`src/rtl/peadder_sched_if.sv`:
```
// rtl/peadder_sched_if.sv - handshake bundle between the PE adder sequencer and its datapath
//   master (sequencer): drives pe_ready, adder_in_valid, adder_clr, fmap_valid, fmap_ch;
//                       samples pe_valid, out_ready
//   slave  (datapath) : the mirror image
interface peadder_sched_if #(
    parameter int CH_W = 8
);
    logic            pe_valid;
    logic            pe_ready;
    logic            adder_in_valid;
    logic            adder_clr;
    logic            out_ready;
    logic            fmap_valid;
    logic [CH_W-1:0] fmap_ch;

    modport master (
        input  pe_valid,
        input  out_ready,
        output pe_ready,
        output adder_in_valid,
        output adder_clr,
        output fmap_valid,
        output fmap_ch
    );

    modport slave (
        output pe_valid,
        output out_ready,
        input  pe_ready,
        input  adder_in_valid,
        input  adder_clr,
        input  fmap_valid,
        input  fmap_ch
    );
endinterface

```
`src/rtl/peadder_sched.sv`:
```
// rtl/peadder_sched.sv - sequencing controller for the sparse-CNN PE adder (accumulator) stage
//   clk, rst             : clock, synchronous active-high reset
//   start                : job start, sampled only while idle
//   num_batches          : PE batches per channel, latched on start
//   num_channels         : channels per job, latched on start
//   bus (master)         : pe_valid/pe_ready upstream, adder_in_valid/adder_clr to the
//                          accumulator, fmap_valid/fmap_ch/out_ready downstream
//   busy                 : high whenever a job is in flight (including the done cycle)
//   done                 : one-cycle pulse at job end
module peadder_sched #(
    parameter int BATCH_W = 8,
    parameter int CH_W    = 8
) (
    input  logic               clk,
    input  logic               rst,
    input  logic               start,
    input  logic [BATCH_W-1:0] num_batches,
    input  logic [CH_W-1:0]    num_channels,
    peadder_sched_if.master    bus,
    output logic               busy,
    output logic               done
);

    typedef enum logic [2:0] {
        S_IDLE  = 3'd0,
        S_CLEAR = 3'd1,
        S_ACCUM = 3'd2,
        S_DRAIN = 3'd3,
        S_EMIT  = 3'd4,
        S_DONE  = 3'd5
    } state_t;

    state_t             state_q, state_d;
    logic [BATCH_W-1:0] nb_q, nb_d;
    logic [CH_W-1:0]    nc_q, nc_d;
    logic [BATCH_W-1:0] batch_cnt_q, batch_cnt_d;
    logic [CH_W-1:0]    ch_idx_q, ch_idx_d;

    logic               pe_ready_q, pe_ready_d;
    logic               adder_clr_q, adder_clr_d;
    logic               fmap_valid_q, fmap_valid_d;
    logic [CH_W-1:0]    fmap_ch_q, fmap_ch_d;
    logic               busy_q, busy_d;
    logic               done_q, done_d;

    logic               accept;
    logic               last_batch;
    logic               last_ch;

    // The adder samples in the same cycle as the handshake, so this stays combinational.
    assign accept     = bus.pe_valid & (state_q == S_ACCUM);

    // Equality against the latched counts; counts are nonzero whenever these are used.
    assign last_batch = (batch_cnt_q == nb_q - BATCH_W'(1));
    assign last_ch    = (ch_idx_q == nc_q - CH_W'(1));

    always_comb begin
        state_d     = state_q;
        nb_d        = nb_q;
        nc_d        = nc_q;
        batch_cnt_d = batch_cnt_q;
        ch_idx_d    = ch_idx_q;

        case (state_q)
            S_IDLE: begin
                if (start) begin
                    if ((num_batches != '0) && (num_channels != '0)) begin
                        nb_d        = num_batches;
                        nc_d        = num_channels;
                        batch_cnt_d = '0;
                        ch_idx_d    = '0;
                        state_d     = S_CLEAR;
                    end else begin
                        // Degenerate job: finish without touching the accumulator.
                        state_d = S_DONE;
                    end
                end
            end
            S_CLEAR: begin
                batch_cnt_d = '0;
                state_d     = S_ACCUM;
            end
            S_ACCUM: begin
                if (accept) begin
                    batch_cnt_d = batch_cnt_q + BATCH_W'(1);
                    if (last_batch) begin
                        state_d = S_DRAIN;
                    end
                end
            end
            S_DRAIN: begin
                // One idle cycle lets the accumulator register absorb the final batch.
                state_d = S_EMIT;
            end
            S_EMIT: begin
                if (bus.out_ready) begin
                    if (last_ch) begin
                        state_d = S_DONE;
                    end else begin
                        ch_idx_d = ch_idx_q + CH_W'(1);
                        state_d  = S_CLEAR;
                    end
                end
            end
            S_DONE: begin
                state_d = S_IDLE;
            end
            default: begin
                state_d = S_IDLE;
            end
        endcase

        // Registered outputs are decoded from the next state so they line up with state_q.
        pe_ready_d   = (state_d == S_ACCUM);
        adder_clr_d  = (state_d == S_CLEAR);
        fmap_valid_d = (state_d == S_EMIT);
        fmap_ch_d    = ch_idx_d;
        busy_d       = (state_d != S_IDLE);
        done_d       = (state_d == S_DONE);
    end

    always_ff @(posedge clk) begin
        if (rst) begin
            state_q      <= S_IDLE;
            nb_q         <= '0;
            nc_q         <= '0;
            batch_cnt_q  <= '0;
            ch_idx_q     <= '0;
            pe_ready_q   <= 1'b0;
            adder_clr_q  <= 1'b0;
            fmap_valid_q <= 1'b0;
            fmap_ch_q    <= '0;
            busy_q       <= 1'b0;
            done_q       <= 1'b0;
        end else begin
            state_q      <= state_d;
            nb_q         <= nb_d;
            nc_q         <= nc_d;
            batch_cnt_q  <= batch_cnt_d;
            ch_idx_q     <= ch_idx_d;
            pe_ready_q   <= pe_ready_d;
            adder_clr_q  <= adder_clr_d;
            fmap_valid_q <= fmap_valid_d;
            fmap_ch_q    <= fmap_ch_d;
            busy_q       <= busy_d;
            done_q       <= done_d;
        end
    end

    assign bus.pe_ready       = pe_ready_q;
    assign bus.adder_in_valid = accept;
    assign bus.adder_clr      = adder_clr_q;
    assign bus.fmap_valid     = fmap_valid_q;
    assign bus.fmap_ch        = fmap_ch_q;
    assign busy               = busy_q;
    assign done               = done_q;

endmodule

```
`src/flat_wrapper.sv`:
```
// flat-port wrapper written by rule: the top's interface ports become plain ports
module peadder_sched_flat 
#(
    parameter int BATCH_W = 8,
    parameter int CH_W    = 8
)
  (clk, rst, start, num_batches, num_channels, busy, done, bus_pe_valid, bus_out_ready, bus_pe_ready, bus_adder_in_valid, bus_adder_clr, bus_fmap_valid, bus_fmap_ch);
  peadder_sched_if #(.CH_W(CH_W)) bus_i ();
  input  logic clk;
  input  logic rst;
  input  logic start;
  input  logic [BATCH_W-1:0] num_batches;
  input  logic [CH_W-1:0] num_channels;
  output logic busy;
  output logic done;
  input wire logic [$bits(bus_i.pe_valid)-1:0] bus_pe_valid;
  input wire logic [$bits(bus_i.out_ready)-1:0] bus_out_ready;
  output wire logic [$bits(bus_i.pe_ready)-1:0] bus_pe_ready;
  output wire logic [$bits(bus_i.adder_in_valid)-1:0] bus_adder_in_valid;
  output wire logic [$bits(bus_i.adder_clr)-1:0] bus_adder_clr;
  output wire logic [$bits(bus_i.fmap_valid)-1:0] bus_fmap_valid;
  output wire logic [$bits(bus_i.fmap_ch)-1:0] bus_fmap_ch;
  assign bus_i.pe_valid = bus_pe_valid;
  assign bus_i.out_ready = bus_out_ready;
  assign bus_pe_ready = bus_i.pe_ready;
  assign bus_adder_in_valid = bus_i.adder_in_valid;
  assign bus_adder_clr = bus_i.adder_clr;
  assign bus_fmap_valid = bus_i.fmap_valid;
  assign bus_fmap_ch = bus_i.fmap_ch;
  peadder_sched #(.BATCH_W(BATCH_W), .CH_W(CH_W)) u_core (.clk(clk), .rst(rst), .start(start), .num_batches(num_batches), .num_channels(num_channels), .bus(bus_i), .busy(busy), .done(done));
endmodule
```
`config.mk`:
```
export PLATFORM = sky130hd
export DESIGN_NAME = peadder_sched_flat
export DESIGN_NICKNAME = d
export VERILOG_FILES = /design/src/rtl/peadder_sched_if.sv /design/src/rtl/peadder_sched.sv /design/src/flat_wrapper.sv
export SDC_FILE = /design/constraint.sdc
export NUM_CORES = 1
export LEC_CHECK = 0
export ABC_AREA = 1
export BUFFER_PORTS_ARGS = -buffer_cell sky130_fd_sc_hd__buf_2
export CAP_MARGIN = 20
export CORE_ASPECT_RATIO = 1.5
export CORE_MARGIN = 4
export CORE_UTILIZATION = 23
export DETAILED_ROUTE_END_ITERATION = 8
export SLEW_MARGIN = 20
export SYNTH_ARGS = -nofsm -noshare
export SYNTH_HDL_FRONTEND = slang
export SYNTH_SLANG_ARGS = --single-unit
```
`constraint.sdc`:
```
create_clock -name clk -period 2.3 [get_ports clk]
set_input_delay 0.115 -clock clk [delete_from_list [all_inputs] [get_ports clk]]
set_output_delay 0.115 -clock clk [all_outputs]
set_load 0.01 [all_outputs]
```
==> summary.md, run 1 <==
| Metric | Value |
|---|---|
| Std-Cell Rows | `44` |
| Met2 wire len | `3.18 mm` |
| Worst hold endpoint | `u_core.nb_q[1]` |
| I/O pins | `35` |
| Dpl cell area | `0.00258 mm²` |
| Share of layout cells above drive strength 1 | `16.8%` |
| Port Buf Inserts | `34` |
| Clock net sink count | `40` |
| Clock skew | `around 0.0047 ns` |
| Final core utilization | `28.3%` |
| Htree depth | `2` |
| Pleak | `around 0.0012 µW` |
| CTS tree | `built` |
| CP dominant cell by count | `nand2_1` |
| Seq/Total Area, Yosys | `35.1%` |
| Slowest cell on the critical path | `dfxtp_1` |
| Final critical-path required period | `1.93 ns` |
| CP bufs+invs | `2` |
| First-pass GRT wire length | `9.56 mm` |
| Top_reg_cell synth | `dfxtp_1` |
| CP required | `2.52 ns` |
| Metal-1 WL | `2.38 mm` |
| Syn Nets | `369` |
| Startpoint Class | `flip-flop` |
| Via/cell ratio | `4.52` |
| Mean Syn Cell Area | `6.64 µm²` |
| Hold WC Path Type | `primary input to flip-flop` |
| Setup TNS | `0 ns` |
| R2R Setup Slk | `between 0.3 and 0.4 ns` |
| XOR/XNOR share of the synthesized area | `7.29%` |
| Hold path cells | `3` |
| Grt ovf | `0` |
| N_diodes | `0` |
| Clk Latency, worst-skew pair | `0.28 ns` |
| CTS Buffer Depth | `2` |
| Initial Utilization | `23.6%` |
| Met3 wire len | `207 µm` |
| Crit path kind | `flip-flop to flip-flop` |
| FMAX | `0.517 GHz` |
| Clk slew on worst S/H paths | `0.06 ns` |
| Post-CTS repair timing setup buffer count | `0` |
| Post-CTS sizing | `0` |
| Largest family of logic cells by synthesized area | `simple AND/OR/NAND/NOR gates` |
| Vias | `2239` |
| VDD IR max | `0.000305 V` |
| Reg2reg start | `u_core.nc_q[0]` |
| Simple-Gate Fraction of Synth Area | `34.8%` |
| Cts hold-fix bufs | `0` |
| Peak fanout along the critical path | `14` |
| Flop and latch count out of synthesis | `40` |
| Initial DRT Pass Iterations | `4` |
| Largest stage delay, worst path | `0.36 ns` |
| Syn. warnings | `0` |
| FF-to-FF path depth | `15` |
| Largest net degree at the start of global routing | `33` |
| CP Cell Sequence | `inv_2 -> ha_1 -> nand2_1 -> inv_1 -> nor2_1 -> nand2_1 -> nor2_1 -> nand2_1 -> nor2_2 -> nand3_2 -> nand2_2 -> nand2_4 -> o21ai_0 -> nand2_1 -> nor2_1` |
| Die Span X | `between 80 and 90 µm` |
| Post-synth EDFFs | `0` |
| Status | `finished clean` |
| Highest routed metal layer | `met4` |
| Pwr Density | `714 mW/mm²` |
| Setup violators final | `0` |
| Synth Area in Compound Gates | `11.5%` |
| Post-Route WL | `5.99 mm` |
| Vias in the first global route | `2143` |
| DP Wirelength | `between 4 and 5 mm` |
| Fin area | `roughly 0.0027 mm²` |
| Critical R2R Capture | `u_core.ch_idx_q[0]` |
| DIE HEIGHT | `130 µm` |
| Critical Path Sink Type | `flip-flop` |
| DRC violations left | `0` |
| Crit path max-delay family | `simple AND/OR/NAND/NOR gates` |
| Final Hold Fails | `0` |
| Die footprint | `0.0116 mm²` |
| Layout net count | `between 400 and 500` |
| Synthesis-to-finish area growth | `20.0%` |
| Period utilization | `84.1%` |
| Slew @ Worst Pin | `0.669 ns` |
| Rel. slew slack | `55.4%` |
| Post-synthesis cell count | `approximately 340` |
| Unique masters post-synth | `29` |
| DR WL/cell | `about 12 µm` |
| Core Area | `between 0.009 and 0.01 mm²` |
| Final ANT Viol Nets | `0` |
| Worst hold start | `num_batches[1]` |
| Tot GR Track Use | `10.7%` |
| Crit path arrival time | `2.15 ns` |
| RSZ-0062 raised after global routing | `false` |
| FFs w/ async S/R, synth | `0%` |
| Mux contribution to synthesized area | `0%` |
| Synthesized cell area | `0.00228 mm²` |
| Max-cap viol count | `0` |
| Root Buffer | `clkbuf_16` |
| CTS Buf Count | `5` |
| Final Wtd Congestion | `0.891` |
| Slew Viols, Final | `0` |
| Initial DRC count | `88` |
| Initial antenna violation count | `0` |
| Post-Synth Adder-Cell Area | `about 2.2%` |
-- report_power, final --
| part | internal (µW) | switching, µW |
|---|---|---|
| clock | 510 | 277 |
| combinational | 145 | 244 |
| sequential | 739 | 42.2 |
| total | 1390 | 563 |
-- layer usage --
layer / GRT usage (%) / vias to the layer above
met4: 5.08 / 0
li1: - / 1166
met3: 2.27 / 14
met1: 11.5 / 1007
met5: 0 / -
met2: 19.2 / 52
-- worst max path at each step --
| stage | from | end | slack [ns] | depth (start not counted) |
|---|---|---|---|---|
| after floorplan | u_core.nc_q[0] | u_core.ch_idx_q[3] | 0.52 | 15 |
| after global placement | num_batches[7] | u_core.batch_cnt_q[1] | 0.51 | 8 |
| after detailed placement | u_core.nc_q[0] | u_core.ch_idx_q[0] | 0.39 | 15 |
| after CTS | u_core.nc_q[0] | u_core.ch_idx_q[0] | 0.36 | 15 |
| after global routing | u_core.nc_q[0] | u_core.ch_idx_q[0] | 0.13 | 15 |
| final | u_core.nc_q[0] | u_core.ch_idx_q[0] | 0.37 | 15 |
-- layout by cell type, fill, tap and decap left out, types with 2 or more instances in the layout --
master and n:
nor3b_1 2, nand3_2 2, a21oi_1 30, buf_2 34
nor2_1 49, inv_1 40, nor3_1 3, buf_4 3
nor4_1 4, xnor2_1 7, inv_2 4, nand4_1 3
xor2_1 12, nor2_2 7, nand2_2 3, nand2_1 68
nand3_1 28, dfxtp_1 40, and3_1 2, o21ai_0 20
ha_1 4, clkbuf_16 5
-- registers in the layout, summed over array words and instances (netlist names) --
register	flops
u_core.state_q	3
u_core.busy	1
u_core.ch_idx_q	8
u_core.batch_cnt_q	8
u_core.bus.pe_ready	1
u_core.nc_q	8
u_core.bus.adder_clr	1
u_core.done	1
u_core.nb_q	8
u_core.bus.fmap_valid	1
-- metrics by stage --
| step | power [µW] | setup slack (ns) | hold WS (ns) | instances |
|---|---|---|---|---|
| after global routing | 2070 | 0.132 | 0.157 | 495 |
| after global placement | 1180 | 0.509 | 0.414 | 487 |
| after detailed placement | 1190 | 0.386 | 0.422 | 487 |
| final | 1960 | 0.366 | 0.127 | 495 |
| after CTS | 1980 | 0.359 | 0.126 | 495 |
| after floorplan | 1090 | 0.515 | 0.193 | 344 |
-- synthesized netlist by cell type (all sizes together), types with 6 or more instances --
cell | count | area share [%]
o21ai | 21 | 4.6
nand3 | 30 | 7.0
clkbuf | 6 | 0.99
inv | 44 | 7.2
nand2 | 72 | 12
xor2 | 12 | 4.6
nor2 | 56 | 10
xnor2 | 7 | 2.7
dfxtp | 40 | 35
a21oi | 30 | 6.6
-- final cells by class --
type                       count  area (µm²)
fill                        1062        6950
multi-input combinational    251        1270
sequential                    40         801
timing repair buffer          37         193
inverter                      44         165
tap                          115         144
clock buffer                   6         129
clock inverter                 2        35.0
-- kinds of logic (layout without fill, tap and decap cells) --
group	after synthesis	after routing
DFF	40	40
and+or+nand+nor	176	176
buffers and inverters	53	89
AOI/OAI and AO/OA	52	52
adders and majority gates	4	4
xor gates and xnor gates	19	19
-- worst reg2reg max path, stage by stage (launching register included) --
cell and delay, ns:
dfxtp_1 0.36, inv_2 0.08, ha_1 0.31, nand2_1 0.07, inv_1 0.04, nor2_1 0.08, nand2_1 0.06, nor2_1 0.10
nand2_1 0.07, nor2_2 0.10, nand3_2 0.09, nand2_2 0.12, nand2_4 0.12, o21ai_0 0.10, nand2_1 0.07, nor2_1 0.11
Power figures use the tool's default switching activity.
==> run 2: changes to the inputs <==
==> constraint.sdc (replaced) <==
create_clock -name clk -period 1.7 [get_ports clk]
set_input_delay 0.085 -clock clk [delete_from_list [all_inputs] [get_ports clk]]
set_output_delay 0.085 -clock clk [all_outputs]
set_load 0.01 [all_outputs]
==> run 2 against run 1 <==
- the flow now finishes with violations (negative setup slack)
- hold slack lost 0.021 ns
- clock skew is essentially flat
- die area is the same
- wire length grew 2.8%
- total power grew 35%
- largest power group is now registers
- global-route usage grew 0.31 points
==> summary.md, run 2 (same netlist as run 1, synthesis figures left out) <==
| Metric | Value |
|---|---|
| Status | `finished, violations left` |
| Failing checks | `negative setup slack` |
| Std-Cell Rows | `44 (unchanged)` |
| Commonest non-fill, non-tap cell in the layout | `nand2_1` |
| Crit path arrival time | `1.88 ns (-0.27 ns)` |
| Non-filler instance count after layout | `516 (+4.2%)` |
| Largest net degree at the start of global routing | `25 (-24%)` |
| CTS Buf Count | `5 (unchanged)` |
| Initial antenna violation count | `0 (unchanged)` |
| Layout net count | `425 (+5.2%)` |
| Most frequent cells in the layout | `nand2_1, nor2_1, dfxtp_1, inv_1, buf_2` |
| Root Buffer | `clkbuf_16` |
| Port Buf Inserts | `34 (unchanged)` |
| Final Hold Fails | `0 (unchanged)` |
| Dpl cells | `504 (+3.5%)` |
| DIE HEIGHT | `130 µm (unchanged)` |
| Cts hold-fix bufs | `0 (unchanged)` |
| Vias in the first global route | `2311 (+7.8%)` |
| First-pass GRT wire length | `9.86 mm (+3.2%)` |
| Final core utilization | `31.1% (+2.8 points)` |
| Max-cap viol count | `0 (unchanged)` |
| Startpoint Class | `flip-flop` |
| Pwr Density | `876 mW/mm² (+23%)` |
| Peak fanout along the critical path | `7 (-7)` |
| DP Wirelength | `4.98 mm (+5.7%)` |
| Pleak | `0.00135 µW (+8.9%)` |
| Share of layout cells above drive strength 1 | `28.2% (+11 points)` |
| Htree depth | `2 (unchanged)` |
| Clock skew | `0.00487 ns (+0.000164 ns)` |
| DR WL/cell | `11.9 µm (-1.3%)` |
| Initial DRT Pass Iterations | `4 (unchanged)` |
| I/O pins | `35 (unchanged)` |
| Grt ovf | `0 (unchanged)` |
| Initial DRC count | `106 (+20%)` |
| Slew Viols, Final | `0 (unchanged)` |
| CP required | `1.87 ns (-0.65 ns)` |
| Final ANT Viol Nets | `0 (unchanged)` |
| VDD IR max | `0.000406 V (+33%)` |
| CTS Buffer Depth | `2 (unchanged)` |
| N_diodes | `0 (unchanged)` |
| Rel. slew slack | `74.9% (+20 points)` |
| Register Area | `805 µm² (+0.47%)` |
| Total power | `2640 µW (+35%)` |
| Core Area | `0.00969 mm² (unchanged)` |
| Crit path kind | `flip-flop to flip-flop` |
| CTS tree | `built` |
| Final critical-path required period | `1.70 ns (-0.230 ns)` |
| Worst hold slack | `0.107 ns (-0.0210 ns)` |
| Critical Path Sink Type | `flip-flop` |
| Clk Latency, worst-skew pair | `0.28 ns (about the same)` |
| Die footprint | `0.0116 mm² (unchanged)` |
| Setup violators final | `1 (+1)` |
| Post-Route WL | `6.16 mm (+2.8%)` |
| Die Span X | `89.4 µm (unchanged)` |
| Vias | `2315 (+3.4%)` |
| Clk slew on worst S/H paths | `0.06 ns (about the same)` |
| FMAX | `0.587 GHz (+13%)` |
| Synthesis-to-finish area growth | `31.8%` |
| Slew @ Worst Pin | `0.372 ns (-0.297 ns)` |
| Tot GR Track Use | `11.0% (+0.31 points)` |
| Filler Cell Count | `1035 (-2.5%)` |
| Dpl ws | `-0.0648 ns (-0.451 ns)` |
| Setup ws final | `-0.00374 ns (-0.370 ns)` |
| Clock net sink count | `40 (unchanged)` |
| Multi-input logic area | `0.00140 mm² (+10%)` |
| RSZ-0062 raised after global routing | `true` |
| Period utilization | `100% (+16 points)` |
| Final Wtd Congestion | `0.828 (-7.0%)` |
| Via/cell ratio | `4.49 (-0.81%)` |
| Hold WC Path Type | `primary input to flip-flop` |
| Initial Utilization | `23.6% (unchanged)` |
| DRC violations left | `0 (unchanged)` |
run 2: changes by cell type in the layout (fill, tap and decap cells not counted), moves of 5 or more:
cell,previous run,this run
nor2_1,49,44
buf_4,3,23
nand2_2,3,8
nand2_1,68,62
run 2: area by class of cell:
cell class	instances	area share, %
Sequential cell	40	26.7
Timing Repair Buffer	57	11.4
Tap cell	115	4.78
Clock buffer	8	4.86
Multi-Input combinational cell	252	46.7
Inverter	44	5.57
run 2: per-stage QoR:
step | TNS (ns) | cell area (µm²)
final | -0.00374 | 3010
after global routing | -1.20 | 3010
after CTS | -0.00107 | 2920
after detailed placement | -0.187 | 2720
after global placement | -0.0153 | 2720
after floorplan | -0.00279 | 2300
run 2: per-layer routing:
layer | share of wire, % | global-route usage, % | vias up
met2 | 55 | 21.7 | 33
met1 | 39 | 10.6 | 1051
li1 | - | - | 1215
met4 | 2.9 | 4.47 | 0
met5 | 0 | 0 | -
met3 | 3.0 | 2.15 | 16
run 2: timing repair:
| item | 4_1_cts | 5_1_grt |
|---|---|---|
| buffers inserted | 4 | 0 |
| gates resized for setup | 8 | 28 |
| cloned | 1 | 0 |
| pin swaps | 9 | 12 |
| endpoints found under the setup margin | 8 | 31 |
run 2: path summary, 6_finish.rpt:
check | from | end | slack, ns | cells past startpoint
setup / recovery | u_core.nc_q[0] | u_core.ch_idx_q[7] | -0.004 | 13
setup reg to reg | u_core.nc_q[0] | u_core.ch_idx_q[7] | -0.004 | 13
hold reg to reg | u_core.nb_q[7] | u_core.nb_q[7] | 0.46 | 2
hold / removal | num_batches[3] | u_core.nb_q[3] | 0.11 | 3
run 2: report_power, final:
part	internal, µW	leakage, µW	total (µW)	switching (µW)
combinational	275	0.000954	645	370
sequential	1000	0.000329	1060	58.9
clock	585	0.0000712	932	348
run 2: critical path: stages (launching register included):
cell and delay, ns:
dfxtp_2 0.35, inv_4 0.04, ha_4 0.26, nor2_1 0.04, nor2_1 0.11, nand2_1 0.06, nor2_1 0.10, nand2_1 0.06
nor2_2 0.09, nand3_2 0.10, nand2_4 0.12, nand2_4 0.10, a21oi_1 0.14, nor2_1 0.06
